==> config.mk <==
export PLATFORM = sky130hd
export DESIGN_NAME = wash_timer_sequencer
export DESIGN_NICKNAME = d
export VERILOG_FILES = /design/src/rtl/wash_timer_sequencer.sv
export SDC_FILE = /design/constraint.sdc
export NUM_CORES = 1
export LEC_CHECK = 0
export BUFFER_PORTS_ARGS = -buffer_cell sky130_fd_sc_hd__buf_4
export CAP_MARGIN = 30
export CORE_ASPECT_RATIO = 0.9
export CORE_MARGIN = 2
export CORE_UTILIZATION = 45
export DETAILED_ROUTE_END_ITERATION = 10
export GPL_TIMING_DRIVEN = 0
export PLACE_DENSITY = 0.63
export SYNTH_ARGS = -nofsm -noshare
export SYNTH_HDL_FRONTEND = slang
export SYNTH_SLANG_ARGS = --single-unit
==> constraint.sdc <==
create_clock -name Clock -period 2.4 [get_ports Clock]
set_input_delay 0.36 -clock Clock [delete_from_list [all_inputs] [get_ports Clock]]
set_output_delay 0.36 -clock Clock [all_outputs]
set_load 0.1 [all_outputs]
==> src/rtl/wash_timer_sequencer.sv <==
`timescale 1ns/1ps
// wash_timer_sequencer
// Sequences a washer run: IDLE -> ARMED -> WASH -> DRAIN -> SPIN -> IDLE.
// A shared prescaler divides Clock into timing ticks. WASH and SPIN each
// count their length in ticks. Pause freezes the timing but never blocks
// state transitions. When Door_Lock falls during a run, the run is cancelled,
// and that cancellation takes priority over any expiry in the same cycle.
// Every output is driven straight from a flop.
module wash_timer_sequencer #(
  parameter int unsigned TICK_DIV     = 1000,
  parameter int unsigned QUICK_TICKS  = 8,
  parameter int unsigned NORMAL_TICKS = 20,
  parameter int unsigned HEAVY_TICKS  = 40,
  parameter int unsigned SPIN_TICKS   = 10
) (
  input  logic       Clock,
  input  logic       Reset,
  input  logic [1:0] Program,
  input  logic       Door_Lock,
  input  logic       Motor_on,
  input  logic       Drained,
  input  logic       Pause,
  output logic       Cycle_Timeout,
  output logic       Spin_Timeout,
  output logic       Abort,
  output logic       Busy,
  output logic [2:0] Phase,
  output logic [7:0] Remaining
);

  typedef enum logic [2:0] {
    IDLE  = 3'b000,
    ARMED = 3'b001,
    WASH  = 3'b010,
    DRAIN = 3'b011,
    SPIN  = 3'b100
  } state_e;

  localparam logic [15:0] TICK_LAST  = 16'(TICK_DIV - 1);
  localparam logic [7:0]  QUICK_LEN  = 8'(QUICK_TICKS);
  localparam logic [7:0]  NORMAL_LEN = 8'(NORMAL_TICKS);
  localparam logic [7:0]  HEAVY_LEN  = 8'(HEAVY_TICKS);
  localparam logic [7:0]  SPIN_LEN   = 8'(SPIN_TICKS);

  // Wash length for a latched program code; code 11 is run as normal.
  function automatic logic [7:0] wash_len(input logic [1:0] prog);
    logic [7:0] len;
    case (prog)
      2'b00:   len = QUICK_LEN;
      2'b01:   len = NORMAL_LEN;
      2'b10:   len = HEAVY_LEN;
      2'b11:   len = NORMAL_LEN;
      default: len = NORMAL_LEN;
    endcase
    return len;
  endfunction

  state_e      state_q, state_d;
  logic [1:0]  prog_q, prog_d;
  logic [15:0] presc_q, presc_d;
  logic [7:0]  rem_q, rem_d;
  logic        cyc_to_q, cyc_to_d;
  logic        spin_to_q, spin_to_d;
  logic        abort_q, abort_d;
  logic        busy_q, busy_d;
  logic        timed_s;
  logic        run_s;
  logic        tick_s;

  // The prescaler runs only in a timed phase while not paused.
  assign timed_s = (state_q == WASH) || (state_q == SPIN);
  assign run_s   = timed_s && !Pause;
  assign tick_s  = run_s && (presc_q == TICK_LAST);

  // State register, with asynchronous clear of the run and all outputs.
  always_ff @(posedge Clock or negedge Reset) begin
    if (!Reset) begin
      state_q   <= IDLE;
      prog_q    <= 2'b00;
      presc_q   <= 16'd0;
      rem_q     <= 8'd0;
      cyc_to_q  <= 1'b0;
      spin_to_q <= 1'b0;
      abort_q   <= 1'b0;
      busy_q    <= 1'b0;
    end else begin
      state_q   <= state_d;
      prog_q    <= prog_d;
      presc_q   <= presc_d;
      rem_q     <= rem_d;
      cyc_to_q  <= cyc_to_d;
      spin_to_q <= spin_to_d;
      abort_q   <= abort_d;
      busy_q    <= busy_d;
    end
  end

  // Next-state, prescaler, tick countdown and pulse generation.
  always_comb begin
    state_d   = state_q;
    prog_d    = prog_q;
    presc_d   = presc_q;
    rem_d     = rem_q;
    cyc_to_d  = 1'b0;
    spin_to_d = 1'b0;
    abort_d   = 1'b0;

    if (tick_s) begin
      presc_d = 16'd0;
    end else if (run_s) begin
      presc_d = presc_q + 16'd1;
    end else begin
      presc_d = presc_q;
    end

    case (state_q)
      IDLE: begin
        rem_d   = 8'd0;
        presc_d = 16'd0;
        if (Door_Lock) begin
          state_d = ARMED;
          prog_d  = Program;
        end else begin
          state_d = IDLE;
        end
      end

      ARMED: begin
        if (!Door_Lock) begin
          state_d = IDLE;
          rem_d   = 8'd0;
          presc_d = 16'd0;
          abort_d = 1'b1;
        end else if (Motor_on) begin
          state_d = WASH;
          rem_d   = wash_len(prog_q);
          presc_d = 16'd0;
        end else begin
          state_d = ARMED;
        end
      end

      WASH: begin
        if (!Door_Lock) begin
          state_d = IDLE;
          rem_d   = 8'd0;
          presc_d = 16'd0;
          abort_d = 1'b1;
        end else if (tick_s && Motor_on) begin
          // Ticks with the motor stopped are dropped, not deferred.
          if (rem_q <= 8'd1) begin
            state_d  = DRAIN;
            rem_d    = 8'd0;
            cyc_to_d = 1'b1;
          end else begin
            rem_d = rem_q - 8'd1;
          end
        end else begin
          state_d = WASH;
        end
      end

      DRAIN: begin
        if (!Door_Lock) begin
          state_d = IDLE;
          rem_d   = 8'd0;
          presc_d = 16'd0;
          abort_d = 1'b1;
        end else if (Drained) begin
          state_d = SPIN;
          rem_d   = SPIN_LEN;
          presc_d = 16'd0;
        end else begin
          state_d = DRAIN;
        end
      end

      SPIN: begin
        if (!Door_Lock) begin
          state_d = IDLE;
          rem_d   = 8'd0;
          presc_d = 16'd0;
          abort_d = 1'b1;
        end else if (tick_s) begin
          if (rem_q <= 8'd1) begin
            state_d   = IDLE;
            rem_d     = 8'd0;
            presc_d   = 16'd0;
            spin_to_d = 1'b1;
          end else begin
            rem_d = rem_q - 8'd1;
          end
        end else begin
          state_d = SPIN;
        end
      end

      default: begin
        state_d = IDLE;
        rem_d   = 8'd0;
        presc_d = 16'd0;
      end
    endcase

    busy_d = (state_d != IDLE);
  end

  assign Cycle_Timeout = cyc_to_q;
  assign Spin_Timeout  = spin_to_q;
  assign Abort         = abort_q;
  assign Busy          = busy_q;
  assign Phase         = state_q;
  assign Remaining     = rem_q;

endmodule

==> qor.csv <==
stage;metric;value;unit
drt;totalWireLength;3841;µm
clocking;ctsResizeCount;0;
sta;timing.final.max_slew_violations;0;
synthesis;syn_area;1888;µm²
sta;fin_crit_sh;83.89;%
drt;firstDrtPassIters;6;
placed_design;dp_cells;271;
floorplan;die-area;4730;µm²
setup_path;timing.rr.start;presc_q[12]$_DFF_PN0_;
setup_path;cp-startpoint;presc_q[12]$_DFF_PN0_;
sta;skew;4.874;ps
drt;final_antenna_net_count;0;
setup_path;critPathKind;flop to flop;
clocking;numCtsBuffers;5;
sta;period_minus_slack;2013;ps
synthesis;ys_ff_latch;33;
setup_path;start_kind;flop;
clocking;clk_pin_slew_worst_paths;70;ps
synthesis;synth_edf_count;0;
cells_and_area;final_cell_mix;nor2_1, dfrtp_1, buf_4;
power;p_leak;0.9477;nW
floorplan;die_w;72.28;µm
job;timing.max_cap.violations;0;
clocking;cts_buffer_depth;2;
clocking;insertion_delay;280;ps
grt;antenna_found_initial;0;
synthesis;yosys.cell_types.count;49;
clocking;cts_setup_buffers;0;
setup_path;worstPathArrival;2170;ps
drt;routed-via-count;1503;
grt;grt_max_degree;34;
drt;drc;0;
clocking;cts_root_buf;clkbuf_8;
sta;hold_viol;0;
sta;rsz0062_at_grt;no;
synthesis;syn_area_per_cell;9.393;µm²
sta;fmax;496.7;MHz
cells_and_area;synthToLayoutAreaGrowth;18.09;%
cells_and_area;multi_input_area;992.2;µm²
setup_path;cp-end-kind;flop;
floorplan;die_height;65.45;µm
sta;worst_hold_slack;14.02;ps
floorplan;ios;23;
setup_path;required;2560;ps
floorplan;start_util;46.66;%
sta;worstMarginPinSlew;420.2;ps
clocking;numClockSinks;33;
synthesis;async_reset_ff_share;100.0;%
cells_and_area;drive_gt1_share;20.35;%
clocking;htreeDepth;2;
cells_and_area;final_cells;279;
grt;overflow;0;
synthesis;netlist_instances;201;
grt;grt_pass1_vias;1461;
drt;vias_per_cell;5.387;
synthesis;ys_warn_count;0;
power;p_per_area;713.3;nW/µm²
synthesis;syn-num-nets;212;
hold_path;min_path_type;input port to asynchronous set/reset pin;
floorplan;rows;22;
placed_design;io_buffer_count;22;
sta;setup_tns;0;ps
cells_and_area;final.fill_count;393;
cells_and_area;layout_commonest_cell;nor2_1;
sta;relSlewSlack;71.84;%
placed_design;gp_congestion;0.8193;
clocking;cts_tree;built;
sta;setup_viol;0;
power;total_power;1.590;mW
status;status;finished, final reports clean;
drt;wl_per_cell;13.77;µm
setup_path;reg2reg_depth;7;
placed_design;hpwl;2830;µm
grt;grt_usage;18.49;%
grt;grt_pass1_wl;6817;µm
cells_and_area;ff_latch_area;825.8;µm²
setup_path;cp_max_fo;10;
synthesis;synth-main-ff-cell;dfrtp_1;
clocking;ctsHoldBuffers;0;
floorplan;placeableCoreArea;4046;µm²
cells_and_area;nNetsFinal;241;
setup_path;ff2ff_setup_slack;390;ps
power;ir_drop;488.3;µV
drt;drt_iter0_markers;93;
synthesis;ys_seq_area_share;43.74;%
cells_and_area;final_util;55.10;%
cells_and_area;diodes;0;
## path summary, 6_finish.rpt
| path | to |
|---|---|
| worst max-delay path | Remaining[1]$_DFFE_PN0P_ |
| worst min-delay path | Phase[2]$_DFF_PN0_ |
| worst max register to register | Remaining[1]$_DFFE_PN0P_ |
| worst min register to register | prog_q[1]$_DFFE_PN0P_ |
| max in group asynchronous | presc_q[15]$_DFF_PN0_ |
| min in group Clock | prog_q[1]$_DFFE_PN0P_ |
## per-stage QoR
stage                     setup slack, ps  area (µm²)
after floorplan                     30.02        1888
after global placement              384.2        2113
after detailed placement            413.0        2113
after CTS                           375.9        2230
after global routing                193.9        2230
final                               386.6        2230
## synthesized netlist by cell type (2+ instances only)
cell | number | area, µm²
a21oi_1 | 6 | 30.03
a31oi_1 | 2 | 12.51
and2_1 | 2 | 12.51
buf_2 | 2 | 10.01
buf_6 | 2 | 22.52
clkbuf_1 | 3 | 11.26
dfrtp_1 | 33 | 825.8
ha_1 | 3 | 37.54
inv_1 | 5 | 18.77
mux2_2 | 2 | 22.52
mux2i_1 | 2 | 20.02
nand2_1 | 10 | 37.54
nand2_2 | 2 | 12.51
nand2b_1 | 6 | 37.54
nand3_1 | 9 | 45.04
nand3b_1 | 2 | 15.01
nand4_1 | 8 | 50.05
nor2_1 | 34 | 127.6
nor2b_1 | 2 | 12.51
nor3_1 | 8 | 40.04
nor4_2 | 2 | 25.02
o21ai_0 | 10 | 50.05
o21ai_1 | 4 | 20.02
or3_1 | 4 | 25.02
xnor2_1 | 7 | 61.31
xor2_1 | 8 | 70.07
## layout make-up
class,count,share of cell area [%]
Inverter,5,0.8418
Timing Repair Buffer,22,7.407
Clock inverter,1,1.347
Multi-Input combinational cell,155,44.50
Tap cell,48,2.694
Sequential cell,33,37.04
Buffer,8,2.301
Clock buffer,7,3.872
## state kept, by name, summed over array words and instances, names as in the netlist
signal	count
presc_q	16
Remaining	8
Phase	3
prog_q	2
Abort	1
Busy	1
Cycle_Timeout	1
Spin_Timeout	1
## power by group
group	switching (mW)	internal [mW]
combinational	0.311	0.125
clock	0.197	0.338
sequential	0.0334	0.586
total	0.542	1.05
## worst max-delay path, stage by stage, from the launching register on
cell and delay [ps]:
dfrtp_1 450, nor4_2 340, nand4b_2 200, nor4_1 280, o21ai_1 130, buf_2 200
a211oi_1 240, a21oi_1 70
## cell families (layout without fill, tap and decap cells)
logic type,count (synthesis),count (layout),share of synthesized area [%]
mux,4,4,2.253
xor+xnor,16,16,7.820
simple gates,99,99,28.76
fa+ha+maj,3,3,1.988
flops,33,33,43.74
compound gates,33,33,11.73
buf+inv,13,43,3.711
## layer usage
layer | wire, µm | track usage (%)
met5 | 0 | 0
met4 | 24 | 5.425
met3 | 163 | 4.755
met2 | 1690 | 27.06
met1 | 1962 | 26.80
Note: power is estimated with default switching activity, not from simulation.
